### src/rtl/krnl_vadd_pkg.sv
// Shared types and defaults for the vadd kernel read-side plumbing.
package krnl_vadd_pkg;

    localparam int unsigned C_NUM_REQ_DFLT         = 4;
    localparam int unsigned C_MAX_OUTSTANDING_DFLT = 8;

    typedef logic [7:0]                          axi_len_t;
    typedef logic [$clog2(C_NUM_REQ_DFLT)-1:0]   req_idx_t;

endpackage

### src/rtl/krnl_vadd_rd_arbiter_if.sv
// AR/R bundle between the per-input read engines, the arbiter and m00_axi.
interface krnl_vadd_rd_arbiter_if
    import krnl_vadd_pkg::*;
#(
    parameter int unsigned C_NUM_REQ         = C_NUM_REQ_DFLT,
    parameter int unsigned C_ADDR_WIDTH      = 64,
    parameter int unsigned C_DATA_WIDTH      = 128,
    parameter int unsigned C_MAX_OUTSTANDING = C_MAX_OUTSTANDING_DFLT
);

    logic [C_NUM_REQ-1:0]              req_arvalid;
    logic [C_NUM_REQ-1:0]              req_arready;
    logic [C_NUM_REQ*C_ADDR_WIDTH-1:0] req_araddr;
    logic [C_NUM_REQ*8-1:0]            req_arlen;
    logic [C_NUM_REQ-1:0]              req_rvalid;
    logic [C_NUM_REQ-1:0]              req_rready;
    logic [C_DATA_WIDTH-1:0]           req_rdata;
    logic                              req_rlast;

    logic                              m_axi_arvalid;
    logic                              m_axi_arready;
    logic [C_ADDR_WIDTH-1:0]           m_axi_araddr;
    axi_len_t                          m_axi_arlen;
    logic                              m_axi_rvalid;
    logic                              m_axi_rready;
    logic [C_DATA_WIDTH-1:0]           m_axi_rdata;
    logic                              m_axi_rlast;

    logic [$clog2(C_MAX_OUTSTANDING):0] outstanding;
    logic                               err_unexpected_r;

    // Arbiter side.
    modport master (
        input  req_arvalid, req_araddr, req_arlen, req_rready,
        input  m_axi_arready, m_axi_rvalid, m_axi_rdata, m_axi_rlast,
        output req_arready, req_rvalid, req_rdata, req_rlast,
        output m_axi_arvalid, m_axi_araddr, m_axi_arlen, m_axi_rready,
        output outstanding, err_unexpected_r
    );

    // Read engines plus memory side.
    modport slave (
        output req_arvalid, req_araddr, req_arlen, req_rready,
        output m_axi_arready, m_axi_rvalid, m_axi_rdata, m_axi_rlast,
        input  req_arready, req_rvalid, req_rdata, req_rlast,
        input  m_axi_arvalid, m_axi_araddr, m_axi_arlen, m_axi_rready,
        input  outstanding, err_unexpected_r
    );

endinterface

### src/rtl/krnl_vadd_order_fifo.sv
// Order FIFO of granted requester indices; fall-through head, push+pop legal when full.
module krnl_vadd_order_fifo
    import krnl_vadd_pkg::*;
#(
    parameter int unsigned DEPTH = C_MAX_OUTSTANDING_DFLT,
    parameter int unsigned WIDTH = 2
) (
    input  logic                     ap_clk,
    input  logic                     areset,
    input  logic                     push,
    input  logic [WIDTH-1:0]         push_data,
    input  logic                     pop,
    output logic [WIDTH-1:0]         head,
    output logic                     empty,
    output logic                     full,
    output logic [$clog2(DEPTH):0]   count
);

    localparam int unsigned PTR_W = $clog2(DEPTH);
    localparam int unsigned CNT_W = PTR_W + 1;

    logic [WIDTH-1:0] mem [DEPTH];
    logic [PTR_W-1:0] wr_ptr;
    logic [PTR_W-1:0] rd_ptr;
    logic             do_push;
    logic             do_pop;

    assign empty   = (count == '0);
    assign full    = (count == CNT_W'(DEPTH));
    assign head    = mem[rd_ptr];
    assign do_pop  = pop & ~empty;
    // A pop in the same cycle makes room even when full.
    assign do_push = push & (~full | do_pop);

    always_ff @(posedge ap_clk) begin
        if (do_push) begin
            mem[wr_ptr] <= push_data;
        end
    end

    always_ff @(posedge ap_clk) begin
        if (areset) begin
            wr_ptr <= '0;
            rd_ptr <= '0;
            count  <= '0;
        end else begin
            if (do_push) begin
                wr_ptr <= wr_ptr + PTR_W'(1);
            end
            if (do_pop) begin
                rd_ptr <= rd_ptr + PTR_W'(1);
            end
            case ({do_push, do_pop})
                2'b10:   count <= count + CNT_W'(1);
                2'b01:   count <= count - CNT_W'(1);
                default: count <= count;
            endcase
        end
    end

endmodule

### src/rtl/krnl_vadd_rd_arbiter.sv
// Round-robin sharing of one m_axi AR/R pair; R bursts are steered back in issue order.
module krnl_vadd_rd_arbiter
    import krnl_vadd_pkg::*;
#(
    parameter int unsigned C_NUM_REQ         = C_NUM_REQ_DFLT,
    parameter int unsigned C_ADDR_WIDTH      = 64,
    parameter int unsigned C_DATA_WIDTH      = 128,
    parameter int unsigned C_MAX_OUTSTANDING = C_MAX_OUTSTANDING_DFLT
) (
    input  logic                    ap_clk,
    input  logic                    areset,
    krnl_vadd_rd_arbiter_if.master  bus
);

    localparam int unsigned IDX_W = $clog2(C_NUM_REQ);
    localparam int unsigned CNT_W = $clog2(C_MAX_OUTSTANDING) + 1;

    logic [IDX_W-1:0]        rr_ptr_q;
    logic [IDX_W-1:0]        gnt_idx;
    logic [IDX_W-1:0]        head;
    logic                    gnt_found;
    logic                    grant;
    logic                    slot_free;
    logic                    pop;
    logic                    fifo_empty;
    logic                    fifo_full;
    logic [CNT_W-1:0]        count;
    logic [C_DATA_WIDTH-1:0] rdata;
    int unsigned             cand;

    assign pop       = bus.m_axi_rvalid & bus.m_axi_rready & bus.m_axi_rlast;
    assign slot_free = ~bus.m_axi_arvalid | bus.m_axi_arready;
    assign grant     = ~areset & slot_free & (~fifo_full | pop) & gnt_found;

    // First asserted requester at or after the RR pointer, wrapping.
    always_comb begin
        gnt_found = 1'b0;
        gnt_idx   = '0;
        cand      = 0;
        for (int unsigned k = 0; k < C_NUM_REQ; k++) begin
            cand = (32'(rr_ptr_q) + k) % C_NUM_REQ;
            if (!gnt_found && bus.req_arvalid[cand]) begin
                gnt_found = 1'b1;
                gnt_idx   = IDX_W'(cand);
            end
        end
    end

    assign bus.req_arready = grant ? (C_NUM_REQ'(1) << gnt_idx) : '0;

    always_ff @(posedge ap_clk) begin
        if (areset) begin
            bus.m_axi_arvalid    <= 1'b0;
            bus.m_axi_araddr     <= '0;
            bus.m_axi_arlen      <= '0;
            rr_ptr_q             <= '0;
            bus.err_unexpected_r <= 1'b0;
        end else begin
            if (grant) begin
                bus.m_axi_arvalid <= 1'b1;
                bus.m_axi_araddr  <= bus.req_araddr[32'(gnt_idx)*C_ADDR_WIDTH +: C_ADDR_WIDTH];
                bus.m_axi_arlen   <= bus.req_arlen[32'(gnt_idx)*8 +: 8];
                rr_ptr_q          <= (32'(gnt_idx) == C_NUM_REQ - 1) ? '0
                                                                     : gnt_idx + IDX_W'(1);
            end else if (bus.m_axi_arready) begin
                bus.m_axi_arvalid <= 1'b0;
            end
            if (bus.m_axi_rvalid && fifo_empty) begin
                bus.err_unexpected_r <= 1'b1;
            end
        end
    end

    krnl_vadd_order_fifo #(
        .DEPTH (C_MAX_OUTSTANDING),
        .WIDTH (IDX_W)
    ) u_order_fifo (
        .ap_clk    (ap_clk),
        .areset    (areset),
        .push      (grant),
        .push_data (gnt_idx),
        .pop       (pop),
        .head      (head),
        .empty     (fifo_empty),
        .full      (fifo_full),
        .count     (count)
    );

    // R is routed purely combinationally to the requester at the FIFO head.
    assign rdata            = bus.m_axi_rdata;
    assign bus.req_rdata    = rdata;
    assign bus.req_rlast    = bus.m_axi_rlast;
    assign bus.req_rvalid   = (bus.m_axi_rvalid & ~fifo_empty) ? (C_NUM_REQ'(1) << head) : '0;
    assign bus.m_axi_rready = ~fifo_empty & bus.req_rready[head];
    assign bus.outstanding  = count;

endmodule
### src/flat_wrapper.sv
// flat-port wrapper written by rule: the top's interface ports become plain ports
module krnl_vadd_rd_arbiter_flat import krnl_vadd_pkg::*;
#(
    parameter int unsigned C_NUM_REQ         = C_NUM_REQ_DFLT,
    parameter int unsigned C_ADDR_WIDTH      = 64,
    parameter int unsigned C_DATA_WIDTH      = 128,
    parameter int unsigned C_MAX_OUTSTANDING = C_MAX_OUTSTANDING_DFLT
)
  (ap_clk, areset, bus_req_arvalid, bus_req_araddr, bus_req_arlen, bus_req_rready, bus_m_axi_arready, bus_m_axi_rvalid, bus_m_axi_rdata, bus_m_axi_rlast, bus_req_arready, bus_req_rvalid, bus_req_rdata, bus_req_rlast, bus_m_axi_arvalid, bus_m_axi_araddr, bus_m_axi_arlen, bus_m_axi_rready, bus_outstanding, bus_err_unexpected_r);
  krnl_vadd_rd_arbiter_if #(.C_NUM_REQ(C_NUM_REQ), .C_ADDR_WIDTH(C_ADDR_WIDTH), .C_DATA_WIDTH(C_DATA_WIDTH), .C_MAX_OUTSTANDING(C_MAX_OUTSTANDING)) bus_i ();
  input  logic ap_clk;
  input  logic areset;
  input wire logic [$bits(bus_i.req_arvalid)-1:0] bus_req_arvalid;
  input wire logic [$bits(bus_i.req_araddr)-1:0] bus_req_araddr;
  input wire logic [$bits(bus_i.req_arlen)-1:0] bus_req_arlen;
  input wire logic [$bits(bus_i.req_rready)-1:0] bus_req_rready;
  input wire logic [$bits(bus_i.m_axi_arready)-1:0] bus_m_axi_arready;
  input wire logic [$bits(bus_i.m_axi_rvalid)-1:0] bus_m_axi_rvalid;
  input wire logic [$bits(bus_i.m_axi_rdata)-1:0] bus_m_axi_rdata;
  input wire logic [$bits(bus_i.m_axi_rlast)-1:0] bus_m_axi_rlast;
  output wire logic [$bits(bus_i.req_arready)-1:0] bus_req_arready;
  output wire logic [$bits(bus_i.req_rvalid)-1:0] bus_req_rvalid;
  output wire logic [$bits(bus_i.req_rdata)-1:0] bus_req_rdata;
  output wire logic [$bits(bus_i.req_rlast)-1:0] bus_req_rlast;
  output wire logic [$bits(bus_i.m_axi_arvalid)-1:0] bus_m_axi_arvalid;
  output wire logic [$bits(bus_i.m_axi_araddr)-1:0] bus_m_axi_araddr;
  output wire logic [$bits(bus_i.m_axi_arlen)-1:0] bus_m_axi_arlen;
  output wire logic [$bits(bus_i.m_axi_rready)-1:0] bus_m_axi_rready;
  output wire logic [$bits(bus_i.outstanding)-1:0] bus_outstanding;
  output wire logic [$bits(bus_i.err_unexpected_r)-1:0] bus_err_unexpected_r;
  assign bus_i.req_arvalid = bus_req_arvalid;
  assign bus_i.req_araddr = bus_req_araddr;
  assign bus_i.req_arlen = bus_req_arlen;
  assign bus_i.req_rready = bus_req_rready;
  assign bus_i.m_axi_arready = bus_m_axi_arready;
  assign bus_i.m_axi_rvalid = bus_m_axi_rvalid;
  assign bus_i.m_axi_rdata = bus_m_axi_rdata;
  assign bus_i.m_axi_rlast = bus_m_axi_rlast;
  assign bus_req_arready = bus_i.req_arready;
  assign bus_req_rvalid = bus_i.req_rvalid;
  assign bus_req_rdata = bus_i.req_rdata;
  assign bus_req_rlast = bus_i.req_rlast;
  assign bus_m_axi_arvalid = bus_i.m_axi_arvalid;
  assign bus_m_axi_araddr = bus_i.m_axi_araddr;
  assign bus_m_axi_arlen = bus_i.m_axi_arlen;
  assign bus_m_axi_rready = bus_i.m_axi_rready;
  assign bus_outstanding = bus_i.outstanding;
  assign bus_err_unexpected_r = bus_i.err_unexpected_r;
  krnl_vadd_rd_arbiter #(.C_NUM_REQ(C_NUM_REQ), .C_ADDR_WIDTH(C_ADDR_WIDTH), .C_DATA_WIDTH(C_DATA_WIDTH), .C_MAX_OUTSTANDING(C_MAX_OUTSTANDING)) u_core (.ap_clk(ap_clk), .areset(areset), .bus(bus_i));
endmodule
### config.mk
export PLATFORM = sky130hd
export DESIGN_NAME = krnl_vadd_rd_arbiter_flat
export DESIGN_NICKNAME = d
export VERILOG_FILES = /design/src/rtl/krnl_vadd_pkg.sv /design/src/rtl/krnl_vadd_rd_arbiter_if.sv /design/src/rtl/krnl_vadd_order_fifo.sv /design/src/rtl/krnl_vadd_rd_arbiter.sv /design/src/flat_wrapper.sv
export SDC_FILE = /design/constraint.sdc
export NUM_CORES = 1
export LEC_CHECK = 0
export ABC_AREA = 1
export BUFFER_PORTS_ARGS = -buffer_cell sky130_fd_sc_hd__buf_2
export CELL_PAD_IN_SITES_DETAIL_PLACEMENT = 1
export CELL_PAD_IN_SITES_GLOBAL_PLACEMENT = 2
export CORE_AREA = 4 4 251 253
export CTS_BUF_LIST = sky130_fd_sc_hd__clkbuf_4 sky130_fd_sc_hd__clkbuf_8
export DETAILED_ROUTE_END_ITERATION = 12
export DIE_AREA = 0 0 255 257
export PLACE_DENSITY = 0.66
export SYNTH_ARGS = -nofsm -noshare
export SYNTH_HDL_FRONTEND = slang
export SYNTH_HIERARCHICAL = 1
export SYNTH_SLANG_ARGS = --single-unit
### constraint.sdc
create_clock -name ap_clk -period 5.9 [get_ports ap_clk]
set_input_delay 1.475 -clock ap_clk [delete_from_list [all_inputs] [get_ports ap_clk]]
set_output_delay 1.475 -clock ap_clk [all_outputs]
set_load 0.01 [all_outputs]
==> results.md <==
* P per Cell Area at 531 mW/mm^2
* Die ar. at 0.0655 mm^2
* Post-CTS Setup Inserts at 0
* Clock Latency Late Sink at 0.44 ns
* Vias in the first global route at 10500
* Number of port buffers at 388
* P_leak at 6.38 nW
* H-Tree Depth at 3
* Boundary Pins at 645
* Setup tns final at 0 ns
* Most common cell in the netlist: nand2_1
* Gp weighted congestion at 0.793
* Register area at 0.00226 mm^2
* Hold crit path type: flip-flop to flip-flop
* WP data arrival at 3.57 ns
* Mapped Area at 0.00896 mm^2
* Peak VDD IR at 0.000421 V
* Wire per inst at 15.3 um
* Mapped Avg Cell Area at 5.79 um^2
* Simple-Gate Fraction of Synth Area at 0.440
* CTS Buf Count at 9
* Vias/cell at 3.91
* Total gr overflow at 0
* Chip height at 257 um
* Clock transition at the registers of the reported paths at 0.13 ns
* Top post-synthesis cells by count: nand2_1, nand3_1, inv_1
* HPWL after detailed placement at 29800 um
* Max clock buf depth at 2
* Worst-margin pin slew at 0.896 ns
* Tmin final at 5.05 ns
* Fin. max-slew vios at 0
* Max_cap viols at 0
* Crit. End Element: output port
* CP required at 4.43 ns
* Global-route wire length before repair at 58900 um
* Area share of the largest cell type after synthesis at 0.199
* Fillers at 7869
* CTS tree: yes
* Initial DRC Count at 405
* Synth Area in XOR/XNOR at 0.00195
* Sequential element share of the synthesized area at 0.252
* Initial Util at 0.147
* Multi-input gate area at 0.00431 mm^2
* Worst Skew at 0.0199 ns
* Kind of critical path: input pin to output port
* Critical Path Source Type: input pin
* Async SR Flop Fraction at 0
* Root Driver: clkbuf_8
* F_max at 198 MHz
* Post-CTS resize count at 0
* Post-CTS Hold Fix Bufs at 0
* Relative slew margins at 0.402
* Area Growth Syn to Fin at 20.6%
* Synth area leader: dfxtp_1
* Total Nets Final at 2179
* Synth warn at 6
* Setup violators final at 0
* Pin count of the biggest net entering global routing at 126
* Initial antenna violation count at 9
* Die width at 255 um
* Total GRT Usage at 0.115
* Syn Inst Count at 1547
* # DRC at 0
* CTS sink count at 105
* Largest family of logic cells by synthesized area: simple AND/OR/NAND/NOR gates
* Outcome: finished clean
* Mux cell area share after synthesis at 0.00447
* Complex-gate fraction of the synthesized area at 0.0177
* Post-layout util at 0.177
* Row count at 91
* Distinct cells, synth at 28
* Post-synth EDFFs at 16
* Antenna-violating nets left at 0
* Unrepaired setup endpoints after global routing: false
* Core ar. at 0.0610 mm^2
* DR pass1 iterations at 4
* Final Hold Viols at 0
* Top FF cell, synth: dfxtp_1
* Ratio of cells with drive above 1 in the final layout at 0.251
* Post-Synth Adder-Cell Area at 0.0134
* Synth top area cells: dfxtp_1, nand2_1, nand3_1
* Period utilization at 0.856
* Vias at 9950
* WL final at 39000 um
* #FFs+latches synth at 105
* CP Max Fanout at 23
* Syn nets at 1985
==> area by class of cell <==
type / count / share of cell area
multi-input combinational: 967 / 0.399
timing repair buffer: 400 / 0.189
sequential: 105 / 0.209
clock inverter: 7 / 0.00764
antenna: 7 / 0.00162
tap: 790 / 0.0914
inverter: 258 / 0.0903
clock buffer: 9 / 0.0115
==> power breakdown <==
part	switching (W)	internal, W
Combinational	0.00287	0.00124
Sequential	0.000139	0.000992
Clock	0.000327	0.000168
==> worst max-delay path: stages <==
cell and delay [ns]:
buf_2 0.11, inv_1 0.07, nand2_1 0.07, nand3_1 0.14
nand2_2 0.10, nor2_4 0.18, nand3_4 0.26, nand3_4 0.37
inv_1 0.27, ha_1 0.27, inv_1 0.06, nor2_1 0.04
buf_2 0.15
==> per-stage QoR <==
step                setup WS, ns  hold slack (ns)  total power, W  cells  cell area (um^2)
floorplan                   1.49            0.433         0.00413   1547              8960
global placement           0.943            0.448         0.00534   2520             10600
detailed placement         0.806            0.467         0.00543   2520             10600
CTS                        0.800            0.488         0.00598   2536             10800
global route               0.588            0.520         0.00646   2539             10800
finish                     0.850            0.487         0.00574   2543             10800
==> cells by family after synthesis <==
kind of cell,after synthesis
compound gates,30
xor+xnor,2
fa+ha+maj,9
buf+inv,475
flops,105
mux,4
simple gates,922
==> flip-flops by register name, indices dropped and copies added, names as in the netlist, named ones only <==
signal and cells:
u_core/u_order_fifo/rd_ptr 3, u_core/bus.m_axi_arvalid 1, u_core/bus.m_axi_arlen 8, u_core/bus.m_axi_araddr 64, u_core/rr_ptr_q 2, u_core/u_order_fifo/mem 16, u_core/bus.err_unexpected_r 1, u_core/u_order_fifo/count 4
u_core/u_order_fifo/wr_ptr 3
==> per-layer routing <==
| metal | vias up | share of wire | GRT usage |
|---|---|---|---|
| met2 | 295 | 0.48 | 0.195 |
| met5 | - | 0.00033 | 0 |
| met1 | 4640 | 0.43 | 0.137 |
| li1 | 4962 | - | - |
| met3 | 51 | 0.067 | 0.0408 |
| met4 | 2 | 0.020 | 0.0321 |
==> layout by cell type (no fill, tap or decap), types with 5 or more instances in the layout <==
cell type / n
dfxtp_1: 89
o21ai_0: 10
inv_1: 252
ha_1: 8
buf_4: 12
nor2_1: 169
clkbuf_8: 9
buf_2: 387
diode_2: 7
nand3_1: 309
nand2_1: 421
nand2_2: 5
a21oi_1: 14
edfxtp_1: 16
==> path summary, 6_finish.rpt <==
kind | depth (start not counted) | end | slack (ns) | startpoint
hold reg to reg | 2 | flip-flop | 0.49 | u_core/u_order_fifo/rd_ptr[2]
setup reg to reg | 21 | u_core/u_order_fifo/count[3] | 1.98 | flip-flop
hold / removal | 2 | flip-flop | 0.49 | u_core/u_order_fifo/rd_ptr[2]
setup / recovery | 13 | bus_req_arready[3] | 0.85 | bus_req_arvalid[3]
Note: power is estimated with default switching activity, not from simulation.
